[config.mk]
export PLATFORM = sky130hd
export DESIGN_NAME = scalar_exec_unit_flat
export DESIGN_NICKNAME = d
export VERILOG_FILES = /design/src/rtl/scalar_exec_unit_pkg.sv /design/src/rtl/scalar_exec_unit_if.sv /design/src/rtl/scalar_exec_unit_divider.sv /design/src/rtl/scalar_exec_unit.sv /design/src/flat_wrapper.sv
export SDC_FILE = /design/constraint.sdc
export NUM_CORES = 1
export LEC_CHECK = 0
export ABC_AREA = 1
export ABC_CLOCK_PERIOD_IN_PS = 9500
export CORE_MARGIN = 5
export CORE_UTILIZATION = 63
export DETAILED_ROUTE_END_ITERATION = 6
export PLACE_DENSITY_LB_ADDON = 0.12
export SLEW_MARGIN = 20
export SYNTH_ARGS = -nofsm -noshare
export SYNTH_HDL_FRONTEND = slang
export SYNTH_SLANG_ARGS = --single-unit
[constraint.sdc]
create_clock -name clk -period 9.5 [get_ports clk]
set_clock_uncertainty 0.05 [all_clocks]
set_input_delay 1.9 -clock clk [delete_from_list [all_inputs] [get_ports clk]]
set_output_delay 1.9 -clock clk [all_outputs]
set_load 0.1 [all_outputs]
[src/rtl/scalar_exec_unit_pkg.sv]
// Shared types for the scalar execute stage: ALU opcode encoding, FSM states, default widths.
package scalar_alu_pkg;

    localparam int DATA_W_DEF = 16;
    localparam int TAG_W_DEF  = 4;

    typedef enum logic [2:0] {
        OP_ADD = 3'b000,
        OP_SUB = 3'b001,
        OP_MUL = 3'b010,
        OP_DIV = 3'b011,
        OP_ASR = 3'b100,
        OP_LSR = 3'b101,
        OP_LSL = 3'b110,
        OP_AND = 3'b111
    } alu_op_e;

    typedef enum logic [1:0] {
        IDLE = 2'd0,
        DIV  = 2'd1,
        RESP = 2'd2
    } exec_state_e;

endpackage

[src/rtl/scalar_exec_unit_if.sv]
// Issue/result handshake bundle between register-read, the execute stage and writeback.
interface scalar_exec_unit_if
    import scalar_alu_pkg::*;
#(
    parameter int DATA_W = DATA_W_DEF,
    parameter int TAG_W  = TAG_W_DEF
);
    logic              in_valid;
    logic              in_ready;
    logic [DATA_W-1:0] in_a;
    logic [DATA_W-1:0] in_b;
    logic [2:0]        in_sel;
    logic [TAG_W-1:0]  in_tag;
    logic              out_valid;
    logic              out_ready;
    logic [DATA_W-1:0] out_c;
    logic              out_flagZ;
    logic              out_flagN;
    logic [TAG_W-1:0]  out_tag;
    logic              busy;

    modport master (
        output in_valid, in_a, in_b, in_sel, in_tag, out_ready,
        input  in_ready, out_valid, out_c, out_flagZ, out_flagN, out_tag, busy
    );

    modport slave (
        input  in_valid, in_a, in_b, in_sel, in_tag, out_ready,
        output in_ready, out_valid, out_c, out_flagZ, out_flagN, out_tag, busy
    );
endinterface

[src/rtl/scalar_exec_unit_divider.sv]
// Iterative restoring divider, one quotient bit per cycle over DATA_W cycles.
// SCALAR_DIV_SIGNED_EN: divide magnitudes and negate the quotient on the last cycle.
module scalar_divider
    import scalar_alu_pkg::*;
#(
    parameter int DATA_W = DATA_W_DEF
) (
    input  logic              clk,
    input  logic              rst,
    input  logic              start_i,
    input  logic [DATA_W-1:0] a_i,
    input  logic [DATA_W-1:0] b_i,
    output logic              done_o,
    output logic [DATA_W-1:0] q_o
);
    localparam int                CNT_W = $clog2(DATA_W);
    localparam logic [CNT_W-1:0]  LAST  = CNT_W'(DATA_W - 1);

    logic              running_q;
    logic [CNT_W-1:0]  cnt_q;
    logic [DATA_W-1:0] rem_q;
    logic [DATA_W-1:0] quo_q;
    logic [DATA_W-1:0] dvs_q;

    logic [DATA_W:0]   shifted;
    logic              ge;
    logic [DATA_W-1:0] rem_n;
    logic [DATA_W-1:0] quo_n;
    logic [DATA_W-1:0] a_mag;
    logic [DATA_W-1:0] b_mag;

`ifdef SCALAR_DIV_SIGNED_EN
    logic neg_q;

    assign a_mag = a_i[DATA_W-1] ? -a_i : a_i;
    assign b_mag = b_i[DATA_W-1] ? -b_i : b_i;
    assign q_o   = neg_q ? -quo_n : quo_n;
`else
    assign a_mag = a_i;
    assign b_mag = b_i;
    assign q_o   = quo_n;
`endif

    // Remainder stays below the divisor, so the W-bit subtraction never loses a carry.
    assign shifted = {rem_q, quo_q[DATA_W-1]};
    assign ge      = shifted >= {1'b0, dvs_q};
    assign rem_n   = ge ? (shifted[DATA_W-1:0] - dvs_q) : shifted[DATA_W-1:0];
    assign quo_n   = {quo_q[DATA_W-2:0], ge};
    assign done_o  = running_q && (cnt_q == LAST);

    always_ff @(posedge clk) begin
        if (rst) begin
            running_q <= 1'b0;
            cnt_q     <= '0;
            rem_q     <= '0;
            quo_q     <= '0;
            dvs_q     <= '0;
`ifdef SCALAR_DIV_SIGNED_EN
            neg_q     <= 1'b0;
`endif
        end else if (start_i) begin
            running_q <= 1'b1;
            cnt_q     <= '0;
            rem_q     <= '0;
            quo_q     <= a_mag;
            dvs_q     <= b_mag;
`ifdef SCALAR_DIV_SIGNED_EN
            neg_q     <= a_i[DATA_W-1] ^ b_i[DATA_W-1];
`endif
        end else if (running_q) begin
            rem_q <= rem_n;
            quo_q <= quo_n;
            cnt_q <= cnt_q + CNT_W'(1);
            if (cnt_q == LAST) begin
                running_q <= 1'b0;
            end
        end
    end

endmodule

[src/rtl/scalar_exec_unit.sv]
// Scalar execute stage: single-cycle ALU ops plus a multi-cycle divider, one op in flight.
// Define SCALAR_DIV_SIGNED_EN for signed two's-complement DIV.
module scalar_exec_unit
    import scalar_alu_pkg::*;
#(
    parameter int DATA_W = DATA_W_DEF,
    parameter int TAG_W  = TAG_W_DEF
) (
    input  logic              clk,
    input  logic              rst,
    scalar_exec_unit_if.slave bus
);
    exec_state_e       state_q, state_d;
    logic [DATA_W-1:0] out_c_q, out_c_d;
    logic              out_z_q, out_z_d;
    logic              out_n_q, out_n_d;
    logic [TAG_W-1:0]  out_tag_q, out_tag_d;

    alu_op_e           op;
    logic              in_ready;
    logic              accept;
    logic              div_start;
    logic              div_done;
    logic [DATA_W-1:0] div_q;
    logic [DATA_W-1:0] alu_res;
    logic [DATA_W-1:0] res_sel;
    logic              load_res;

    assign op        = alu_op_e'(bus.in_sel);
    assign in_ready  = (state_q == IDLE) || ((state_q == RESP) && bus.out_ready);
    assign accept    = bus.in_valid && in_ready;
    assign div_start = accept && (op == OP_DIV) && (bus.in_b != '0);

    scalar_divider #(.DATA_W(DATA_W)) u_div (
        .clk     (clk),
        .rst     (rst),
        .start_i (div_start),
        .a_i     (bus.in_a),
        .b_i     (bus.in_b),
        .done_o  (div_done),
        .q_o     (div_q)
    );

    // Shifts by >= DATA_W saturate through the language's own shift semantics.
    always_comb begin
        alu_res = '0;
        case (op)
            OP_ADD:  alu_res = bus.in_a + bus.in_b;
            OP_SUB:  alu_res = bus.in_a - bus.in_b;
            OP_MUL:  alu_res = bus.in_a * bus.in_b;
            OP_DIV:  alu_res = '1;
            OP_ASR:  alu_res = $signed(bus.in_a) >>> bus.in_b;
            OP_LSR:  alu_res = bus.in_a >> bus.in_b;
            OP_LSL:  alu_res = bus.in_a << bus.in_b;
            OP_AND:  alu_res = bus.in_a & bus.in_b;
            default: alu_res = '0;
        endcase
    end

    always_comb begin
        state_d   = state_q;
        out_tag_d = out_tag_q;
        load_res  = 1'b0;
        res_sel   = alu_res;
        case (state_q)
            IDLE, RESP: begin
                if (accept) begin
                    out_tag_d = bus.in_tag;
                    if (div_start) begin
                        state_d = DIV;
                    end else begin
                        load_res = 1'b1;
                        state_d  = RESP;
                    end
                end else if ((state_q == RESP) && bus.out_ready) begin
                    state_d = IDLE;
                end
            end
            DIV: begin
                if (div_done) begin
                    load_res = 1'b1;
                    res_sel  = div_q;
                    state_d  = RESP;
                end
            end
            default: state_d = IDLE;
        endcase
        out_c_d = load_res ? res_sel : out_c_q;
        out_z_d = load_res ? (res_sel == '0) : out_z_q;
        out_n_d = load_res ? res_sel[DATA_W-1] : out_n_q;
    end

    always_ff @(posedge clk) begin
        if (rst) begin
            state_q   <= IDLE;
            out_c_q   <= '0;
            out_z_q   <= 1'b0;
            out_n_q   <= 1'b0;
            out_tag_q <= '0;
        end else begin
            state_q   <= state_d;
            out_c_q   <= out_c_d;
            out_z_q   <= out_z_d;
            out_n_q   <= out_n_d;
            out_tag_q <= out_tag_d;
        end
    end

    assign bus.in_ready  = in_ready;
    assign bus.out_valid = (state_q == RESP);
    assign bus.out_c     = out_c_q;
    assign bus.out_flagZ = out_z_q;
    assign bus.out_flagN = out_n_q;
    assign bus.out_tag   = out_tag_q;
    assign bus.busy      = (state_q == DIV);

endmodule

[src/flat_wrapper.sv]
// flat-port wrapper written by rule: the top's interface ports become plain ports
module scalar_exec_unit_flat import scalar_alu_pkg::*;
#(
    parameter int DATA_W = DATA_W_DEF,
    parameter int TAG_W  = TAG_W_DEF
)
  (clk, rst, bus_in_valid, bus_in_a, bus_in_b, bus_in_sel, bus_in_tag, bus_out_ready, bus_in_ready, bus_out_valid, bus_out_c, bus_out_flagZ, bus_out_flagN, bus_out_tag, bus_busy);
  scalar_exec_unit_if #(.DATA_W(DATA_W), .TAG_W(TAG_W)) bus_i ();
  input  logic clk;
  input  logic rst;
  input wire logic [$bits(bus_i.in_valid)-1:0] bus_in_valid;
  input wire logic [$bits(bus_i.in_a)-1:0] bus_in_a;
  input wire logic [$bits(bus_i.in_b)-1:0] bus_in_b;
  input wire logic [$bits(bus_i.in_sel)-1:0] bus_in_sel;
  input wire logic [$bits(bus_i.in_tag)-1:0] bus_in_tag;
  input wire logic [$bits(bus_i.out_ready)-1:0] bus_out_ready;
  output wire logic [$bits(bus_i.in_ready)-1:0] bus_in_ready;
  output wire logic [$bits(bus_i.out_valid)-1:0] bus_out_valid;
  output wire logic [$bits(bus_i.out_c)-1:0] bus_out_c;
  output wire logic [$bits(bus_i.out_flagZ)-1:0] bus_out_flagZ;
  output wire logic [$bits(bus_i.out_flagN)-1:0] bus_out_flagN;
  output wire logic [$bits(bus_i.out_tag)-1:0] bus_out_tag;
  output wire logic [$bits(bus_i.busy)-1:0] bus_busy;
  assign bus_i.in_valid = bus_in_valid;
  assign bus_i.in_a = bus_in_a;
  assign bus_i.in_b = bus_in_b;
  assign bus_i.in_sel = bus_in_sel;
  assign bus_i.in_tag = bus_in_tag;
  assign bus_i.out_ready = bus_out_ready;
  assign bus_in_ready = bus_i.in_ready;
  assign bus_out_valid = bus_i.out_valid;
  assign bus_out_c = bus_i.out_c;
  assign bus_out_flagZ = bus_i.out_flagZ;
  assign bus_out_flagN = bus_i.out_flagN;
  assign bus_out_tag = bus_i.out_tag;
  assign bus_busy = bus_i.busy;
  scalar_exec_unit #(.DATA_W(DATA_W), .TAG_W(TAG_W)) u_core (.clk(clk), .rst(rst), .bus(bus_i));
endmodule
Word-level counts from Yosys, hierarchy flattened
Index checks and enable logic that the tools add are counted.
- add/subtract/negate cells: 4
- multipliers: 1
- div/mod/pow operators: 0
- magnitude comparators: 1
- equality and inequality tests: 12
- shift-type cells: 3
- mux-type cells: 18
- bitwise logic cells: 1
- reduce and logical (&&, ||, !) cells: 15
- operators by type and width (cell ; count):
    16-bit one-hot mux with 8 select lines ; 1
    16-bit 2-to-1 mux ; 5
    16-bit subtractor ; 2
    17-bit by 16-bit >= comparator with 1-bit output ; 1
    16-bit adder ; 1
    16-bit bitwise AND ; 1
    16-bit zero test ; 1
    16-bit by 16-bit multiplier with 16-bit output ; 1
    16-bit nonzero test ; 1
    16-bit by 16-bit << shifter with 16-bit output ; 1
    16-bit by 16-bit >> shifter with 16-bit output ; 1
    16-bit by 16-bit >>> shifter with 16-bit output ; 1
    3-bit equality test, second input constant ; 4
    2-bit 2-to-1 mux ; 4
    3-bit by 2-bit equality test with 1-bit output, second input constant ; 2
    1-bit 2-to-1 mux ; 6
    1-bit logical AND ; 5
    4-bit by 1-bit adder with 4-bit output, second input constant ; 1
    4-bit equality test, second input constant ; 1
    2-bit one-hot mux with 2 select lines ; 1
    2-bit AND reduction ; 2
    2-bit OR reduction ; 2
    3-bit by 1-bit equality test with 1-bit output, second input constant ; 1
    3-bit zero test ; 1
    other kinds (8) ; 8
- bits in registers: 77
- bits in latches: 0
- memory bits (writable): 0
- ROM bits: 0
- input port bits: 43
- output and inout port bits: 25
- logic and storage cells: 65
- memories kept: 0

Longest topological paths before layout
Gate-level depths: netlist of the first run.
- depth in word-level cells: 9
- gate-level depth with buffers: 37
- gate-level depth less buffers: 33

Modules after synthesis
From an unflattened synthesis of the first run, not the netlist that was laid out.
- cell total of the unflattened synthesis: 1938
- area total of the unflattened synthesis: 12176.7 um^2
- modules (own cells, without submodules) (module ; instances ; cells each ; area an instance (um^2)):
    scalar_exec_unit ; 1 ; 1441 ; 8785.9
    scalar_divider ; 1 ; 497 ; 3390.8

Least setup slack after synthesis of the first run
OpenSTA, ideal clock, no wires.
- path kind: input to register
- start point: input port bus_in_b[1]
- end point: register u_core.out_z_q (netlist: u_core.bus.out_flagZ)
- setup time: 0.070 ns
- data arrival time: 7.555 ns
- data required time: 9.380 ns
- setup slack: 1.825 ns
- cell stages on the path: 31
- path buffers: 4
- cells stage by stage: buf_2 > buf_2 > clkbuf_1 > clkbuf_1 > nand2_1 > fa_1 > fa_1 > inv_1 > fa_1 > fa_1 > fa_1 > inv_1 > fa_1 > inv_1 > ha_1 > a21o_1 > a31oi_1 > nand3_1 > nand2_1 > nand2_1 > nand2_1 > nand2_1 > inv_1 > nand3_1 > nand3_1 > nand4_1 > nand2_1 > nand3_1 > nor2_1 > nand3_1 > a21oi_1
- longest elaborated chain between the ends: 5
- ends and longest elaborated chain (item ; RTL line ; source):
    start: declaration ; flat_wrapper.sv:13 ; input wire logic [$bits(bus_i.in_b)-1:0] bus_in_b;
    16-bit by 16-bit multiplier with 16-bit output (tied with other cells) ; scalar_exec_unit.sv:50 ; OP_MUL: alu_res = bus.in_a * bus.in_b;
    16-bit one-hot mux with 8 select lines or 1-bit logical AND (tied branches) ; scalar_exec_unit.sv:47, scalar_exec_unit.sv:32 ;
    16-bit 2-to-1 mux or 1-bit 2-to-1 mux (tied branches) ; scalar_exec_unit.sv:80, scalar_exec_unit.sv:69 ;
    16-bit 2-to-1 mux or 1-bit 2-to-1 mux (tied branches) ; scalar_exec_unit.sv:65, scalar_exec_unit.sv:67 ;
    16-bit zero test or 1-bit one-hot mux with 2 select lines (tied branches) ; scalar_exec_unit.sv:89, scalar_exec_unit.sv:65 ;
    end signal: assignment ; scalar_exec_unit.sv:103 ; out_z_q <= out_z_d;
    end: declaration ; scalar_exec_unit.sv:15 ; logic out_z_q, out_z_d;
Several ways; a longest one is shown, not always the timed one.
A chain may end at the register's enable or synchronous reset.

Worst setup path after layout of the first run
- start point: input port bus_in_b[4]
- end point: register u_core.out_z_q (netlist: u_core.bus.out_flagZ)
The elaborated chain is that of the path after synthesis.

==> results of run 1 <==
## Yosys cell counts, types with 2 or more instances
library cell,count,share of area
a21o_1,3,0.0019
a221oi_1,2,0.0015
xor2_1,30,0.022
o21ai_0,96,0.041
o21ai_1,2,0.00085
inv_1,301,0.095
nand3b_1,9,0.0057
or2_2,15,0.0079
a21oi_2,3,0.0022
buf_2,19,0.0080
nor2_4,6,0.0057
buf_6,9,0.0086
nor2_2,5,0.0026
nor3_2,3,0.0025
nand2_1,571,0.18
nand2_2,7,0.0037
fa_1,82,0.14
a21oi_1,137,0.058
nand3_2,2,0.0017
a211oi_1,2,0.0013
nand4_1,39,0.021
clkbuf_1,46,0.015
nor2_1,95,0.030
nor3_1,8,0.0034
dfxtp_1,76,0.13
buf_4,8,0.0051
buf_1,9,0.0029
o31ai_1,3,0.0019
nand3_1,180,0.076
clkinv_1,2,0.00063
inv_2,10,0.0032
o21a_1,3,0.0019
nand2_4,2,0.0019
a31oi_1,20,0.011
o21bai_1,3,0.0019
ha_1,83,0.088
xnor2_1,9,0.0067
o211ai_1,3,0.0019
## per-layer routing
layer | track usage | vias to the layer above | share of wire
met2 | 0.571 | 791 | 0.43
li1 | - | 6101 | -
met1 | 0.498 | 5983 | 0.40
met5 | 0 | - | 0
met4 | 0.144 | 0 | 0.043
met3 | 0.107 | 131 | 0.12
## metrics by stage
step,util,instances,worst slack [ns],hold WS (ns)
final,0.690,2167,1.36,0.411
after global routing,0.690,2167,0.935,0.435
after CTS,0.690,2167,1.44,0.410
after detailed placement,0.673,2151,1.09,0.403
after global placement,0.673,2151,1.23,0.399
after floorplan,-,1917,1.83,0.383
## critical path: cells and delay by family
family	cells	cell delay, ns
compound gates	4	0.82
simple gates	8	1.02
buf+inv	7	1.28
fa+ha+maj	7	3.32
## flip-flops by register name, summed over array words and instances (netlist names)
signal	flops
u_core.bus.out_tag	4
u_core.u_div.running_q	1
u_core.u_div.cnt_q	4
u_core.u_div.quo_q	16
u_core.bus.out_c	15
u_core.bus.out_flagN	1
u_core.u_div.rem_q	16
u_core.bus.out_flagZ	1
u_core.state_q	2
u_core.u_div.dvs_q	16
## power groups by stage
stage,sequential [mW],combinational (mW),clock [mW]
after floorplan,0.424,1.18,0
after global placement,0.356,1.60,0
after detailed placement,0.356,1.65,0
after CTS,0.350,1.67,0.359
after global routing,0.352,1.91,0.374
final,0.350,1.70,0.356
## logic make-up (layout without fill, tap and decap cells)
logic type / after synthesis / after routing / share of synthesized area
simple gates: 945 / 945 / 0.346
fa+ha+maj: 165 / 165 / 0.226
buf+inv: 407 / 423 / 0.140
xor+xnor: 39 / 39 / 0.0289
compound gates: 285 / 285 / 0.130
flops: 76 / 76 / 0.129
## layout make-up
class	instances	area (um2)	area share
Tap cell	234	293	0.0228
Clock buffer	13	270	0.0211
Inverter	314	1180	0.0920
Sequential cell	76	1520	0.119
Multi-Input combinational cell	1434	8660	0.675
Clock inverter	3	43.8	0.00342
Timing Repair Buffer	93	856	0.0667
## worst paths after layout
| path | from | end | slack, ns | depth (start not counted) |
|---|---|---|---|---|
| max reg2reg | u_core.u_div.running_q$_SDFF_PP0_ | u_core.bus.out_c[13]$_SDFFE_PP0P_ | 5.34 | 8 |
| min reg2reg | u_core.u_div.dvs_q[15]$_SDFFE_PP0P_ | u_core.u_div.dvs_q[15]$_SDFFE_PP0P_ | 0.41 | 2 |
| max | bus_in_b[4] | u_core.bus.out_flagZ$_SDFFE_PP0P_ | 1.36 | 26 |
| min | u_core.u_div.dvs_q[15]$_SDFFE_PP0P_ | u_core.u_div.dvs_q[15]$_SDFFE_PP0P_ | 0.41 | 2 |
==> results.yml, run 1 <==
synthesis:
  synth_cells: 1917
  ys_seq_area_frac: 0.129
  async_reset_ff_frac: 0
  yosysWarnings: 0
  avgSynthCellArea_um2: 6.17
  synth_cell_types: 52
  netlist_area_mm2: 0.0118
  synth_edf_count: 0
  ys_seq_elements: 76
  mappedNetlistNets: 2125
  synthFlopType: "dfxtp_1"
sta:
  slew_headroom: 0.324
  hold_viol: 0
  rsz0062_at_grt: "false"
  period_share: 0.857
  worst_slew_pin_slew_ns: 1.01
  fin_setup_tns_ns: 0
  min_period_ns: 8.14
  clock.fmax_mhz: 123
  setup_violations: 0
  slew_violations: 0
clock_tree:
  cts_setup_buffers: 0
  postCtsHoldBufs: 0
  clk-insertion-delay-late_ns: 0.34
  cts_buffers: 9
  cts_resized: 0
  clockRootBuffer: "clkbuf_16"
  numClockSinks: 76
  clk_pin_slew_worst_paths_ns: 0.06
  clockBufferDepth: 2
  cts_htree_levels: 3
  cts_tree: "built"
final_layout:
  nNetsFinal: 2136
  final_cell_mix: "571 x nand2_1, 301 x inv_1, 180 x nand3_1"
  drive_gt1_frac: 0.0512
  final_common_cell: "nand2_1"
  fill_cells: 1661
  antennaDiodeCount: 0
  finalInstanceArea_mm2: 0.0128
  area_delta_synth_final_pct: 8.33
setup_path:
  worst_setup_path_end_kind: "register"
  required_ns: 9.70
  slowest_delay_ns: 0.95
  start_kind: "input pin"
  arrival_ns: 8.34
  cp_max_fo: 18
  slowest_stage: "clkdlybuf4s50_1"
  critPathKind: "in2reg"
place:
  dp_hpwl_um: 31100
  gp_congestion: 1.07
  portBuffers: 67
  place_area_mm2: 0.0125
route:
  drcViolationCount: 4
  drt-total-wl_um: 40800
  routedWlPerCell_um: 18.8
  routed_via_density: 6.00
  firstDrtPassIters: 7
  final_antenna_net_count: 0
  vias: 13000
  drt_iter0_markers: 1719
pwr:
  power_frac_comb: 0.707
  power_density_mw_per_mm2: 188
  p_leak_nw: 6.76
  p_sw_frac: 0.523
  seqPwrFrac: 0.145
  p_clk_frac: 0.148
  report.power.total_mw: 2.41
  vdd_drop_max_mv: 0.136
  power.switching_mw: 1.26
  power.internal_mw: 1.15
status:
  violations: "design-rule violations"
  status: "complete, but fails checks"
floorplan:
  die_w_um: 147
  initial_utilization: 0.637
  die_area_mm2: 0.0216
  rows: 50
  ios: 68
  design.core.area_mm2: 0.0186
  die_y_um: 147
global_routing:
  antenna_found_initial: 0
  grt_pass1_vias: 12300
  overflow: 0
  grt_max_degree: 43
  grt_use_total: 0.372
  grt_pass1_wl_um: 64600
run:
  cap_violations: 0
min_path:
  hold_path.class: "reg2reg"
Power figures use the tool's default switching activity.
==> run 2, diff against run 1 <==
--- a/config.mk
+++ b/config.mk
@@ -8,9 +8,10 @@
 export ABC_AREA = 1
 export ABC_CLOCK_PERIOD_IN_PS = 9500
 export CORE_MARGIN = 5
-export CORE_UTILIZATION = 63
+export CORE_UTILIZATION = 55
 export DETAILED_ROUTE_END_ITERATION = 6
 export PLACE_DENSITY_LB_ADDON = 0.12
+export RECOVER_POWER = 25
 export SLEW_MARGIN = 20
 export SYNTH_ARGS = -nofsm -noshare
 export SYNTH_HDL_FRONTEND = slang
==> results.yml, run 2 (synthesis results as in run 1) <==
floorplan:
  die_y_um: 157
  ios: 68
  die_w_um: 157
  design.core.area_mm2: 0.0211
  rows: 53
  initial_utilization: 0.561
  die_area_mm2: 0.0246
place:
  place_area_mm2: 0.0126
  dp_hpwl_um: 31800
  dp_cells: 2196
  gp_congestion: 1.05
  portBuffers: 67
  place_ws_ns: 1.16
final_layout:
  final_common_cell: "nand2_1"
  finalInstanceArea_mm2: 0.0129
  final_cell_mix: "571 x nand2_1, 301 x inv_1, 180 x nand3_1"
  area_delta_synth_final_pct: 9.09
  reg.largest.list: "u_core.u_div.dvs_q x16, u_core.u_div.quo_q x16, u_core.u_div.rem_q x16"
  layout.cells.non_filler: 2212
  drive_gt1_frac: 0.0537
  antennaDiodeCount: 0
  nNetsFinal: 2140
route:
  drt-total-wl_um: 41000
  routed_via_density: 5.76
  drcViolationCount: 0
  final_antenna_net_count: 0
  drt_iter0_markers: 1506
  routedWlPerCell_um: 18.5
  vias: 12800
  firstDrtPassIters: 7
global_routing:
  grt_use_total: 0.332
  grt_pass1_wl_um: 64200
  overflow: 0
  grt_max_degree: 44
  antenna_found_initial: 1
  grt_pass1_vias: 11800
clock_tree:
  cts_htree_levels: 3
  numClockSinks: 76
  cts_setup_buffers: 0
  clk-insertion-delay-late_ns: 0.34
  clockRootBuffer: "clkbuf_16"
  clockBufferDepth: 2
  cts_buffers: 9
  postCtsHoldBufs: 0
  clk_pin_slew_worst_paths_ns: 0.06
  cts_tree: "built"
  cts_resized: 0
setup_path:
  arrival_ns: 8.26
  start_kind: "input pin"
  required_ns: 9.71
  crit_start: "bus_in_a[6]"
  r2r_start: "u_core.u_div.running_q$_SDFF_PP0_"
  critPathKind: "in2reg"
  rrSetupSlack_ns: 5.39
  worst_setup_path_end_kind: "register"
  cp_max_fo: 14
pwr:
  vdd_drop_max_mv: 0.136
  report.power.total_mw: 2.40
  p_leak_nw: 6.83
  power_density_mw_per_mm2: 186
sta:
  setup_violations: 0
  min_period_ns: 8.05
  hold_viol: 0
  fin_setup_tns_ns: 0
  slew_headroom: 0.327
  period_share: 0.848
  rsz0062_at_grt: "false"
  slew_violations: 0
  worst_slew_pin_slew_ns: 1.01
  setup_ws_ns: 1.45
  clock.fmax_mhz: 124
min_path:
  hold_path.class: "reg2reg"
  min_from: "u_core.u_div.dvs_q[2]$_SDFFE_PP0P_"
status:
  status: "completed"
run:
  cap_violations: 0
[run 2: cell types whose count changed in the layout (fill, tap and decap cells not counted), sizes merged]
cell           previous run  this run
clkinvlp                  0         2
inv                     311       313
bufinv                    1         2
buf                      28        32
clkinv                    5         4
clkbuf                   13         9
clkdlybuf4s50            65        43
dlygate4sd3               0        22
[run 2: layout make-up]
cell class,instances,area (um2)
fill,2090,8180
timing repair buffer,97,886
clock buffer,9,225
clock inverter,7,97.6
sequential,76,1520
tap,275,344
multi-input combinational,1434,8660
inverter,314,1180
[run 2: path summary, 6_finish.rpt]
kind | end | depth (start not counted)
max | u_core.bus.out_flagZ$_SDFFE_PP0P_ | 24
min | u_core.u_div.dvs_q[2]$_SDFFE_PP0P_ | 2
max reg2reg | u_core.bus.out_c[12]$_SDFFE_PP0P_ | 8
min reg2reg | u_core.u_div.dvs_q[2]$_SDFFE_PP0P_ | 2
[run 2: worst max-delay path, cell delays in order]
cell and delay [ns]:
clkdlybuf4s50_1 1.02, nand2_1 0.19, fa_1 0.49, fa_1 0.51, fa_1 0.44, fa_1 0.49
inv_1 0.05, fa_1 0.53, inv_1 0.05, fa_1 0.48, inv_1 0.04, ha_1 0.35
a21o_1 0.20, a31oi_1 0.14, nand3_1 0.13, o21ai_0 0.40, nand4_1 0.22, nand2_1 0.13
nand2_1 0.05, inv_1 0.05, nand3_1 0.06, nor2_1 0.09, nand3_1 0.07, a21oi_1 0.16
[run 2: power by group]
group / internal (mW) / switching, mW / leakage (nW)
logic: 0.582 / 1.10 / 6.05
registers: 0.338 / 0.0107 / 0.619
clock network: 0.231 / 0.139 / 0.152
[run 2: metrics by stage]
stage | hold slack (ns) | util
final | 0.407 | 0.612
after global routing | 0.429 | 0.612
after CTS | 0.413 | 0.612
after detailed placement | 0.404 | 0.597
after global placement | 0.402 | 0.597
after floorplan | 0.383 | -
[run 2: per-layer routing]
layer,vias up,global-route usage,share of wire
li1,6106,-,-
met1,5934,0.476,0.43
met2,611,0.528,0.45
met3,97,0.0456,0.095
met4,2,0.0893,0.030
met5,-,0,0.00020
